File: src/rtl/aes_pkg.sv
// Shared AES types, InvMixColumns coefficients and GF(2^8) helpers.
package aes_pkg;

  typedef logic [127:0] state_t;
  typedef logic [31:0]  column_t;

  typedef enum logic [1:0] {
    IDLE,
    CALC,
    DONE
  } fsm_t;

  localparam logic [7:0] INV_MIX_0E = 8'h0E;
  localparam logic [7:0] INV_MIX_0B = 8'h0B;
  localparam logic [7:0] INV_MIX_0D = 8'h0D;
  localparam logic [7:0] INV_MIX_09 = 8'h09;
  localparam logic [7:0] AES_POLY   = 8'h1B;

  function automatic logic [7:0] xtime(input logic [7:0] b);
    return {b[6:0], 1'b0} ^ (b[7] ? AES_POLY : 8'h00);
  endfunction

  function automatic logic [7:0] gf_mul8(input logic [7:0] a, input logic [7:0] k);
    logic [7:0] acc;
    logic [7:0] p;
    acc = '0;
    p   = a;
    for (int unsigned i = 0; i < 8; i++) begin
      if (k[i]) acc = acc ^ p;
      p = xtime(p);
    end
    return acc;
  endfunction

  // Column 0 occupies the most significant word of the state.
  function automatic column_t col_get(input state_t s, input logic [1:0] idx);
    case (idx)
      2'd0:    return s[127:96];
      2'd1:    return s[95:64];
      2'd2:    return s[63:32];
      default: return s[31:0];
    endcase
  endfunction

  function automatic state_t col_put(input state_t s, input logic [1:0] idx, input column_t c);
    state_t r;
    r = s;
    case (idx)
      2'd0:    r[127:96] = c;
      2'd1:    r[95:64]  = c;
      2'd2:    r[63:32]  = c;
      default: r[31:0]   = c;
    endcase
    return r;
  endfunction

endpackage

File: src/rtl/inv_mix_columns_seq_if.sv
// Input/output handshake bundle for the column-serial InvMixColumns engine.
interface inv_mix_columns_seq_if;
  import aes_pkg::*;

  logic   inValid;
  logic   inReady;
  state_t stateIn;
  logic   outValid;
  logic   outReady;
  state_t stateOut;
  logic   busy;

  modport master (
    output inValid, stateIn, outReady,
    input  inReady, outValid, stateOut, busy
  );

  modport slave (
    input  inValid, stateIn, outReady,
    output inReady, outValid, stateOut, busy
  );
endinterface

File: src/rtl/inv_mix_columns_seq_column.sv
// Combinational InvMixColumns transform of one 32-bit column (row-0 byte in MSB).
module inv_mix_column
  import aes_pkg::*;
(
  input  column_t col_in,
  output column_t col_out
);

  logic [7:0] s0, s1, s2, s3;

  assign {s0, s1, s2, s3} = col_in;

  assign col_out[31:24] = gf_mul8(s0, INV_MIX_0E) ^ gf_mul8(s1, INV_MIX_0B)
                        ^ gf_mul8(s2, INV_MIX_0D) ^ gf_mul8(s3, INV_MIX_09);
  assign col_out[23:16] = gf_mul8(s0, INV_MIX_09) ^ gf_mul8(s1, INV_MIX_0E)
                        ^ gf_mul8(s2, INV_MIX_0B) ^ gf_mul8(s3, INV_MIX_0D);
  assign col_out[15:8]  = gf_mul8(s0, INV_MIX_0D) ^ gf_mul8(s1, INV_MIX_09)
                        ^ gf_mul8(s2, INV_MIX_0E) ^ gf_mul8(s3, INV_MIX_0B);
  assign col_out[7:0]   = gf_mul8(s0, INV_MIX_0B) ^ gf_mul8(s1, INV_MIX_0D)
                        ^ gf_mul8(s2, INV_MIX_09) ^ gf_mul8(s3, INV_MIX_0E);

endmodule

File: src/rtl/inv_mix_columns_seq.sv
// Column-serial AES InvMixColumns: captures a state, transforms COLS_PER_CYCLE
// columns per clock, and holds the registered result until accepted.
module inv_mix_columns_seq
  import aes_pkg::*;
#(
  parameter int unsigned COLS_PER_CYCLE = 1
) (
  input logic                 clk,
  input logic                 rst_n,
  inv_mix_columns_seq_if.slave bus
);

  if (COLS_PER_CYCLE != 1 && COLS_PER_CYCLE != 2 && COLS_PER_CYCLE != 4) begin : g_bad_cols
    $error("inv_mix_columns_seq: COLS_PER_CYCLE must be 1, 2 or 4");
  end

  // Both wrap in 2 bits: with 4 columns per cycle the step and last slice are 0.
  localparam logic [1:0] COL_STEP = 2'(COLS_PER_CYCLE);
  localparam logic [1:0] LAST_COL = 2'(4 - COLS_PER_CYCLE);

  fsm_t       state_q, state_d;
  logic [1:0] col_q, col_d;
  state_t     work_q, work_d;
  state_t     out_q, out_d;
  logic       accept;

  logic [1:0] sel     [COLS_PER_CYCLE];
  column_t    col_res [COLS_PER_CYCLE];

  for (genvar k = 0; k < COLS_PER_CYCLE; k++) begin : g_col
    assign sel[k] = col_q + 2'(k);
    inv_mix_column u_col (
      .col_in  (col_get(work_q, sel[k])),
      .col_out (col_res[k])
    );
  end

  assign bus.inReady  = rst_n && (state_q == IDLE);
  assign bus.outValid = (state_q == DONE);
  assign bus.busy     = (state_q != IDLE);
  assign bus.stateOut = out_q;
  assign accept       = bus.inValid && bus.inReady;

  always_comb begin
    state_d = state_q;
    col_d   = col_q;
    work_d  = work_q;
    out_d   = out_q;
    case (state_q)
      IDLE: begin
        if (accept) begin
          work_d  = bus.stateIn;
          col_d   = '0;
          state_d = CALC;
        end
      end
      CALC: begin
        for (int unsigned k = 0; k < COLS_PER_CYCLE; k++) begin
          out_d = col_put(out_d, sel[k], col_res[k]);
        end
        col_d = col_q + COL_STEP;
        if (col_q == LAST_COL) state_d = DONE;
      end
      DONE: begin
        if (bus.outReady) state_d = IDLE;
      end
      default: state_d = IDLE;
    endcase
  end

  always_ff @(posedge clk) begin
    if (!rst_n) begin
      state_q <= IDLE;
      col_q   <= '0;
      work_q  <= '0;
      out_q   <= '0;
    end else begin
      state_q <= state_d;
      col_q   <= col_d;
      work_q  <= work_d;
      out_q   <= out_d;
    end
  end

endmodule

File: src/flat_wrapper.sv
// flat-port wrapper written by rule: the top's interface ports become plain ports
module inv_mix_columns_seq_flat import aes_pkg::*;
#(
  parameter int unsigned COLS_PER_CYCLE = 1
)
  (clk, rst_n, bus_inValid, bus_stateIn, bus_outReady, bus_inReady, bus_outValid, bus_stateOut, bus_busy);
  inv_mix_columns_seq_if bus_i ();
  input logic clk;
  input logic rst_n;
  input wire logic [$bits(bus_i.inValid)-1:0] bus_inValid;
  input wire logic [$bits(bus_i.stateIn)-1:0] bus_stateIn;
  input wire logic [$bits(bus_i.outReady)-1:0] bus_outReady;
  output wire logic [$bits(bus_i.inReady)-1:0] bus_inReady;
  output wire logic [$bits(bus_i.outValid)-1:0] bus_outValid;
  output wire logic [$bits(bus_i.stateOut)-1:0] bus_stateOut;
  output wire logic [$bits(bus_i.busy)-1:0] bus_busy;
  assign bus_i.inValid = bus_inValid;
  assign bus_i.stateIn = bus_stateIn;
  assign bus_i.outReady = bus_outReady;
  assign bus_inReady = bus_i.inReady;
  assign bus_outValid = bus_i.outValid;
  assign bus_stateOut = bus_i.stateOut;
  assign bus_busy = bus_i.busy;
  inv_mix_columns_seq #(.COLS_PER_CYCLE(COLS_PER_CYCLE)) u_core (.clk(clk), .rst_n(rst_n), .bus(bus_i));
endmodule
File: config.mk
export PLATFORM = sky130hd
export DESIGN_NAME = inv_mix_columns_seq_flat
export DESIGN_NICKNAME = d
export VERILOG_FILES = /design/src/rtl/aes_pkg.sv /design/src/rtl/inv_mix_columns_seq_if.sv /design/src/rtl/inv_mix_columns_seq_column.sv /design/src/rtl/inv_mix_columns_seq.sv /design/src/flat_wrapper.sv
export SDC_FILE = /design/constraint.sdc
export NUM_CORES = 1
export LEC_CHECK = 0
export ABC_AREA = 1
export BUFFER_PORTS_ARGS = -buffer_cell sky130_fd_sc_hd__buf_2
export CAP_MARGIN = 10
export CORE_ASPECT_RATIO = 1.4
export CORE_MARGIN = 2
export CORE_UTILIZATION = 49
export CTS_BUF_LIST = sky130_fd_sc_hd__clkbuf_2 sky130_fd_sc_hd__clkbuf_4 sky130_fd_sc_hd__clkbuf_8
export CTS_CLUSTER_SIZE = 10
export DETAILED_ROUTE_END_ITERATION = 10
export MAX_ROUTING_LAYER = met4
export PLACE_DENSITY = 0.82
export SKIP_CTS_REPAIR_TIMING = 1
export SLEW_MARGIN = 20
export SYNTH_ARGS = -nofsm -noshare
export SYNTH_HDL_FRONTEND = slang
export SYNTH_SLANG_ARGS = --single-unit
File: constraint.sdc
create_clock -name clk -period 2.6 [get_ports clk]
set_input_delay 0.52 -clock clk [delete_from_list [all_inputs] [get_ports clk]]
set_output_delay 0.52 -clock clk [all_outputs]
set_load 0.02 [all_outputs]
======== Word-level counts from Yosys, hierarchy flattened ========
Index checks and enable logic that the tools add are counted.
storage, ports and cells
  register bits after elaboration ......... 260
  logic and storage cells ................. 102
cells by class
  muxes and demuxes ....................... 19
  bitwise operators ....................... 53
  equality and inequality tests ........... 8
  $add $sub $neg .......................... 1
  reduce and logical (&&, ||, !) cells .... 14
operator list
  kind                                                    count
  bitwise XOR 8 bit                                       44
  case mux 32 bit (3 select lines)                        1
  bitwise XOR 8 x 5 -> 8 bit                              8
  2-to-1 mux 5 bit                                        12
  AND reduction 2 bit                                     6
  2-to-1 mux 2 bit                                        4
  == test 2 bit (second input constant)                   3
  case mux 2 bit (3 select lines)                         1
  == test 2 x 1 -> 1 bit (second input constant)          2
  logical NOT 2 bit                                       2
  inequality test 2 x 1 -> 1 bit (second input constant)  2
  case mux 2 bit (2 select lines)                         1
  nonzero test 2 bit                                      2
  AND reduction 3 bit                                     1
  OR reduction 3 bit                                      1
  adder 2 x 1 -> 2 bit (second input constant)            1
  logical AND 1 bit                                       2
  inequality test 2 bit (second input constant)           1
  NOT 1 bit                                               1

======== Logic depth before layout (Yosys ltp) ========
  depth in word-level cells ............... 12
  mapped depth ............................ 24
  mapped depth without buffers ............ 22

======== Hierarchy ========
A second synthesis with hierarchy kept.
unflattened totals
  cell total of the unflattened synthesis .. 2,069
  area, all modules ....................... 14,183.6 µm²
modules (own cells, without submodules)
  module               seq. area each (µm²)  times used  area each (µm²)  cells an instance
  inv_mix_columns_seq  5,205.0               1           10,283.6         1,349
  inv_mix_column       0.0                   1           3,900.0          720

======== Worst setup path before layout ========
OpenSTA, ideal clock, no wires.
  path type ............................... flip-flop to flip-flop
  start ................................... register u_core.col_q[0]
  end ..................................... register u_core.out_q[116] (netlist: u_core.bus.stateOut[116])
  required time ........................... 2.491 ns
  arrival ................................. 2.262 ns
  cell stages (with the launch flop) ...... 24
  buffers on the path ..................... 3
  clock period less this slack ............ 2.371 ns
  setup time .............................. 0.109 ns
  slack ................................... 0.229 ns
  path through ............................ dfxtp_1 -> inv_1 -> ha_1 -> buf_6 -> buf_6 -> nand2_1 -> nand2_1 -> inv_1 -> nand2_1 -> nand2_1 -> buf_6 -> nand2_1 -> nand2_1 -> nand2_1 -> nand2_1 -> nand2_1 -> nand2_1 -> inv_1 -> nand3_1 -> nand2_1 -> nand2_2 -> nand3_1 -> nand2_1 -> inv_1
between the ends
  cells in the longest elaborated chain, start to end .. 10
  elaborated cells between the ends (all ways) .. 38
  classes of those cells .................. eq/ne: 2; mux: 12; bitwise: 22; reduce/logical: 2
RTL lines
  item                                                                    line                              RTL
  from (decl)                                                             inv_mix_columns_seq.sv:22         logic [1:0] col_q, col_d;
  from (signal assigned)                                                  inv_mix_columns_seq.sv:79         col_q <= col_d;
  == test 2 bit, or another cell as far along                             aes_pkg.sv:37                     case (idx)
  case mux 32 bit (3 select lines)                                        aes_pkg.sv:37
  bitwise XOR 8 bit, or another cell as far along                         aes_pkg.sv:20                     return {b[6:0], 1'b0} ^ (b[7] ? AES_POLY : 8'h00);
  2-to-1 mux 5 bit / bitwise XOR 8 x 5 -> 8 bit (equally long branches)   aes_pkg.sv:20
  bitwise XOR 8 x 5 -> 8 bit / 2-to-1 mux 5 bit (equally long branches)   aes_pkg.sv:20
  bitwise XOR 8 x 5 -> 8 bit / bitwise XOR 8 bit (equally long branches)  aes_pkg.sv:20, aes_pkg.sv:29
  bitwise XOR 8 bit                                                       aes_pkg.sv:29                     if (k[i]) acc = acc ^ p;
  bitwise XOR 8 bit                                                       inv_mix_columns_seq_column.sv:15  assign col_out[23:16] = gf_mul8(s0, INV_MIX_09) ^ gf_mul8(s1, INV_MIX_0E)
  bitwise XOR 8 bit (2 in a row)                                          inv_mix_columns_seq_column.sv:16  ^ gf_mul8(s2, INV_MIX_0B) ^ gf_mul8(s3, INV_MIX_0D);
  to (signal assigned)                                                    inv_mix_columns_seq.sv:81         out_q <= out_d;
  to (decl)                                                               inv_mix_columns_seq.sv:24         state_t out_q, out_d;
Several ways; a longest one is shown, not always the timed one.
A chain may end at the register's enable or synchronous reset.

======== Worst setup path after layout ========
  start ................................... register u_core.col_q[0]
  end ..................................... register u_core.out_q[47] (netlist: u_core.bus.stateOut[47])
between the ends
  cells in the longest elaborated chain, start to end .. 9
  elaborated cells between the ends (all ways) .. 27
  classes of those cells .................. eq/ne: 2; mux: 1; bitwise: 22; reduce/logical: 2
RTL lines
  item                                                                    line                              RTL
  == test 2 bit, or another cell as far along                             aes_pkg.sv:37, aes_pkg.sv:48
  case mux 32 bit (3 select lines)                                        aes_pkg.sv:37
  bitwise XOR 8 bit / bitwise XOR 8 x 5 -> 8 bit (equally long branches)  aes_pkg.sv:20
  bitwise XOR 8 x 5 -> 8 bit                                              aes_pkg.sv:20
  bitwise XOR 8 bit / bitwise XOR 8 x 5 -> 8 bit (equally long branches)  aes_pkg.sv:29, aes_pkg.sv:20
  bitwise XOR 8 bit                                                       aes_pkg.sv:29
  bitwise XOR 8 bit                                                       inv_mix_columns_seq_column.sv:17  assign col_out[15:8] = gf_mul8(s0, INV_MIX_0D) ^ gf_mul8(s1, INV_MIX_09)
  bitwise XOR 8 bit (2 in a row)                                          inv_mix_columns_seq_column.sv:18  ^ gf_mul8(s2, INV_MIX_0E) ^ gf_mul8(s3, INV_MIX_0B);
Several ways; a longest one is shown, not always the timed one.

==> summary.txt <==
Status
  – Status: finished with violations
  – Failing checks: setup timing

Clock network
  – Clock transition at the registers of the reported paths: around 0.070 ns
  – Clk buf depth: 3
  – H-tree depth: 2
  – Sink Count: 260
  – Clk root buf: clkbuf_8
  – Total CTS buffers: 40
  – CTS tree: yes
  – Worst-Skew Late Latency: between 0.5 and 0.6 ns

Synth
  – Post-synth cell types: 44
  – Yosys reg bits: 260
  – Dominant synthesized flop cell: dfxtp_1
  – Largest family of logic cells by synthesized area: simple AND/OR/NAND/NOR gates
  – Mapped Cells: approximately 2300
  – Post-synthesis net count: around 2500
  – Post-synthesis mux area share: 0%
  – Post-synthesis cell area: approximately 15000 µm²
  – Synthesized area per cell: approximately 6.5 µm²
  – Compound-gate portion of the synthesized area: 12.9%
  – Yosys warnings: 0
  – Post-Synth Simple-Gate Area: about 37%
  – Ys async rst share: 0%
  – XOR/XNOR share of the synthesized area: 6.95%
  – Register area share after synthesis: approximately 34%
  – Post-synth EDFFs: 0
  – Area share of fa/ha/maj cells after synthesis: less than 1%

Layout
  – Layout cell share with drive strength beyond 1: 43.6%
  – Fin cells: 3296
  – Area grow syn2layout: 54.1%
  – Final net count: about 3000
  – Layout Utilization: between 70% and 80%

Power and ir drop
  – Pwr dens: 818 nW/µm²
  – Maximum VDD drop: approximately 550 µV
  – Design Power: about 19 mW
  – Leakage: around 12 nW

Detailed routing
  – Pre-antenna DRT Iters: 5
  – Vias per cell: ~5.3
  – Final ANT Viol Nets: 0
  – Drc violations: 0
  – Starting DRT DRC Count: 1052
  – Avg WL per Cell: between 15 and 20 µm
  – Vias: about 17000
  – Post-Route WL: approximately 62000 µm

Floorplan
  – Die ar.: around 32000 µm²
  – CORE AREA: 30600 µm²
  – Effective utilization at floorplan: 49.5%
  – Die width: roughly 150 µm
  – Row Count: 76
  – Die height: about 210 µm
  – Top Ports: around 260

Global routing
  – Vias in the first global route: approximately 16000
  – Total track usage: a little over a third
  – First-pass GRT wire length: ~88000 µm
  – Initial antenna violation count: 2
  – Pin count of the biggest net entering global routing: 157
  – Total gr overflow: 0

Worst hold path
  – Hold Crit Class: in2reg

Setup path
  – Worst EP required: between 3 and 4 ns
  – CP Launch Type: register
  – Setup Crit Path Kind: reg2reg
  – CP Cell Sequence: inv_4 -> ha_4 -> buf_12 -> buf_4 -> nand2_2 -> nand2_4 -> o21bai_4 -> buf_6 -> xor2_4 -> xor2_2 -> xor2_1 -> buf_4 -> inv_1 -> nand2_2 -> nand3_1 -> nand2_1 -> inv_1
  – CP arrival: 3.27 ns
  – CP max stage delay: 0.41 ns
  – Crit path capture type: register
  – Buffers & Inverters on Critical Path: 7
  – Critical path's top delay family: buffers and inverters
  – Critical Path Slowest Stage Cell: dfxtp_4
  – Critical Path Fanout Max: 7

Placement
  – Final Wtd Congestion: just under 1
  – DP HPWL: 46400 µm
  – Placed Cells incl. Taps: roughly 3200
  – Buffers on Ports: between 200 and 300

Flow run
  – Max Cap Viol: 0

Timing
  – Worst setup margin: -0.191 ns
  – Fin Clk Skew: 0.0117 ns
  – Pins Over Slew Limit: 0
  – Fin crit share: 107%
  – RSZ-0062 raised after global routing: yes
  – Fin. Hold Viols: 0
  – Max Fclk: between 300 and 400 MHz
  – Period minus WS final: about 2.8 ns
  – Tightest Pin Transition: around 0.67 ns
  – Relative slew margins: a little under three fifths
  – Setup Viol. Count Final: between 100 and 150
## final cells by class
class / instances / area (µm²)
Inverter: 214 / 826
Antenna cell: 2 / 5.00
Multi-Input combinational cell: 1747 / 11300
Tap cell: 390 / 488
Fill cell: 2313 / 7270
Clock inverter: 8 / 106
Timing Repair Buffer: 617 / 4660
Clock buffer: 58 / 736
Sequential cell: 260 / 5210
## synthesized netlist by cell type, types with 5 or more instances
cell	number	area share (%)
a21oi_1	66	2.2
buf_2	5	0.17
buf_4	5	0.25
buf_6	15	1.1
clkbuf_1	74	1.8
dfxtp_1	260	34
ha_1	5	0.41
inv_1	207	5.1
nand2_1	911	23
nand2_2	36	1.5
nand3_1	272	9.0
nand3b_1	5	0.25
nor2_1	80	2.0
nor2_2	10	0.41
o21a_1	96	4.8
o21ai_0	73	2.4
o21ai_1	14	0.46
o21ai_2	12	0.69
o21bai_1	9	0.45
xnor2_1	29	1.7
xor2_1	80	4.6
## metrics by stage
stage	setup WS, ns	cell area, µm²	TNS [ns]	hold WS (ns)
final	-0.191	23300	-9.11	0.130
after global routing	-0.268	23300	-24.74	0.128
after CTS	-0.521	19800	-48.98	0.101
after detailed placement	-0.501	18900	-47.72	0.444
after global placement	-0.370	18900	-35.26	0.438
after floorplan	0.229	15200	0	0.425
## registers in the layout (all words and copies together) (netlist names)
register             flops
u_core.state_q           2
u_core.bus.stateOut    128
u_core.work_q          128
u_core.col_q             2
## logic make-up after synthesis
| kind of cell | count (synthesis) |
|---|---|
| buf+inv | 316 |
| fa+ha+maj | 5 |
| xor+xnor | 115 |
| compound gates | 294 |
| simple gates | 1331 |
| flops | 260 |
## layer usage
metal	GRT usage, %	vias up	routed length, µm
met5	-	-	0
met4	25.3	0	6070
met3	3.10	207	2370
met2	64.2	624	31600
met1	37.2	8186	22100
li1	-	8401	-
## tightest hold or removal path: stages
cell	delay (ns)
buf_2	0.07
nand2_1	0.04
nand2_1	0.05
## layout by cell type (no fill, tap or decap), types with 45 or more instances in the layout
cell and n:
a21oi_1 53, buf_2 262, buf_4 256, buf_6 61, clkbuf_8 48, dfxtp_1 258
inv_1 193, nand2_1 629, nand2_2 230, nand2_4 87, nand3_1 199, nand3_2 65
nor2_1 53, o21a_1 96, o21ai_0 67, xor2_1 45
## where the power goes
group          switching, mW  internal (mW)  leakage [nW]  total (mW)
Sequential             0.202           4.30          2.13        4.50
Combinational           6.53           4.42          9.49        10.9
Clock                   1.64           2.02         0.442        3.66
## worst paths after layout
| kind | startpoint | endpoint | slack (ns) | cells after the start |
|---|---|---|---|---|
| max | u_core.col_q[0] | u_core.bus.stateOut[47] | -0.19 | 17 |
| min | bus_stateIn[52] | u_core.work_q[52] | 0.13 | 3 |
| max reg2reg | u_core.col_q[0] | u_core.bus.stateOut[47] | -0.19 | 17 |
| min reg2reg | u_core.work_q[36] | u_core.work_q[36] | 0.46 | 2 |
No activity file was read; power rests on OpenSTA's default activity.
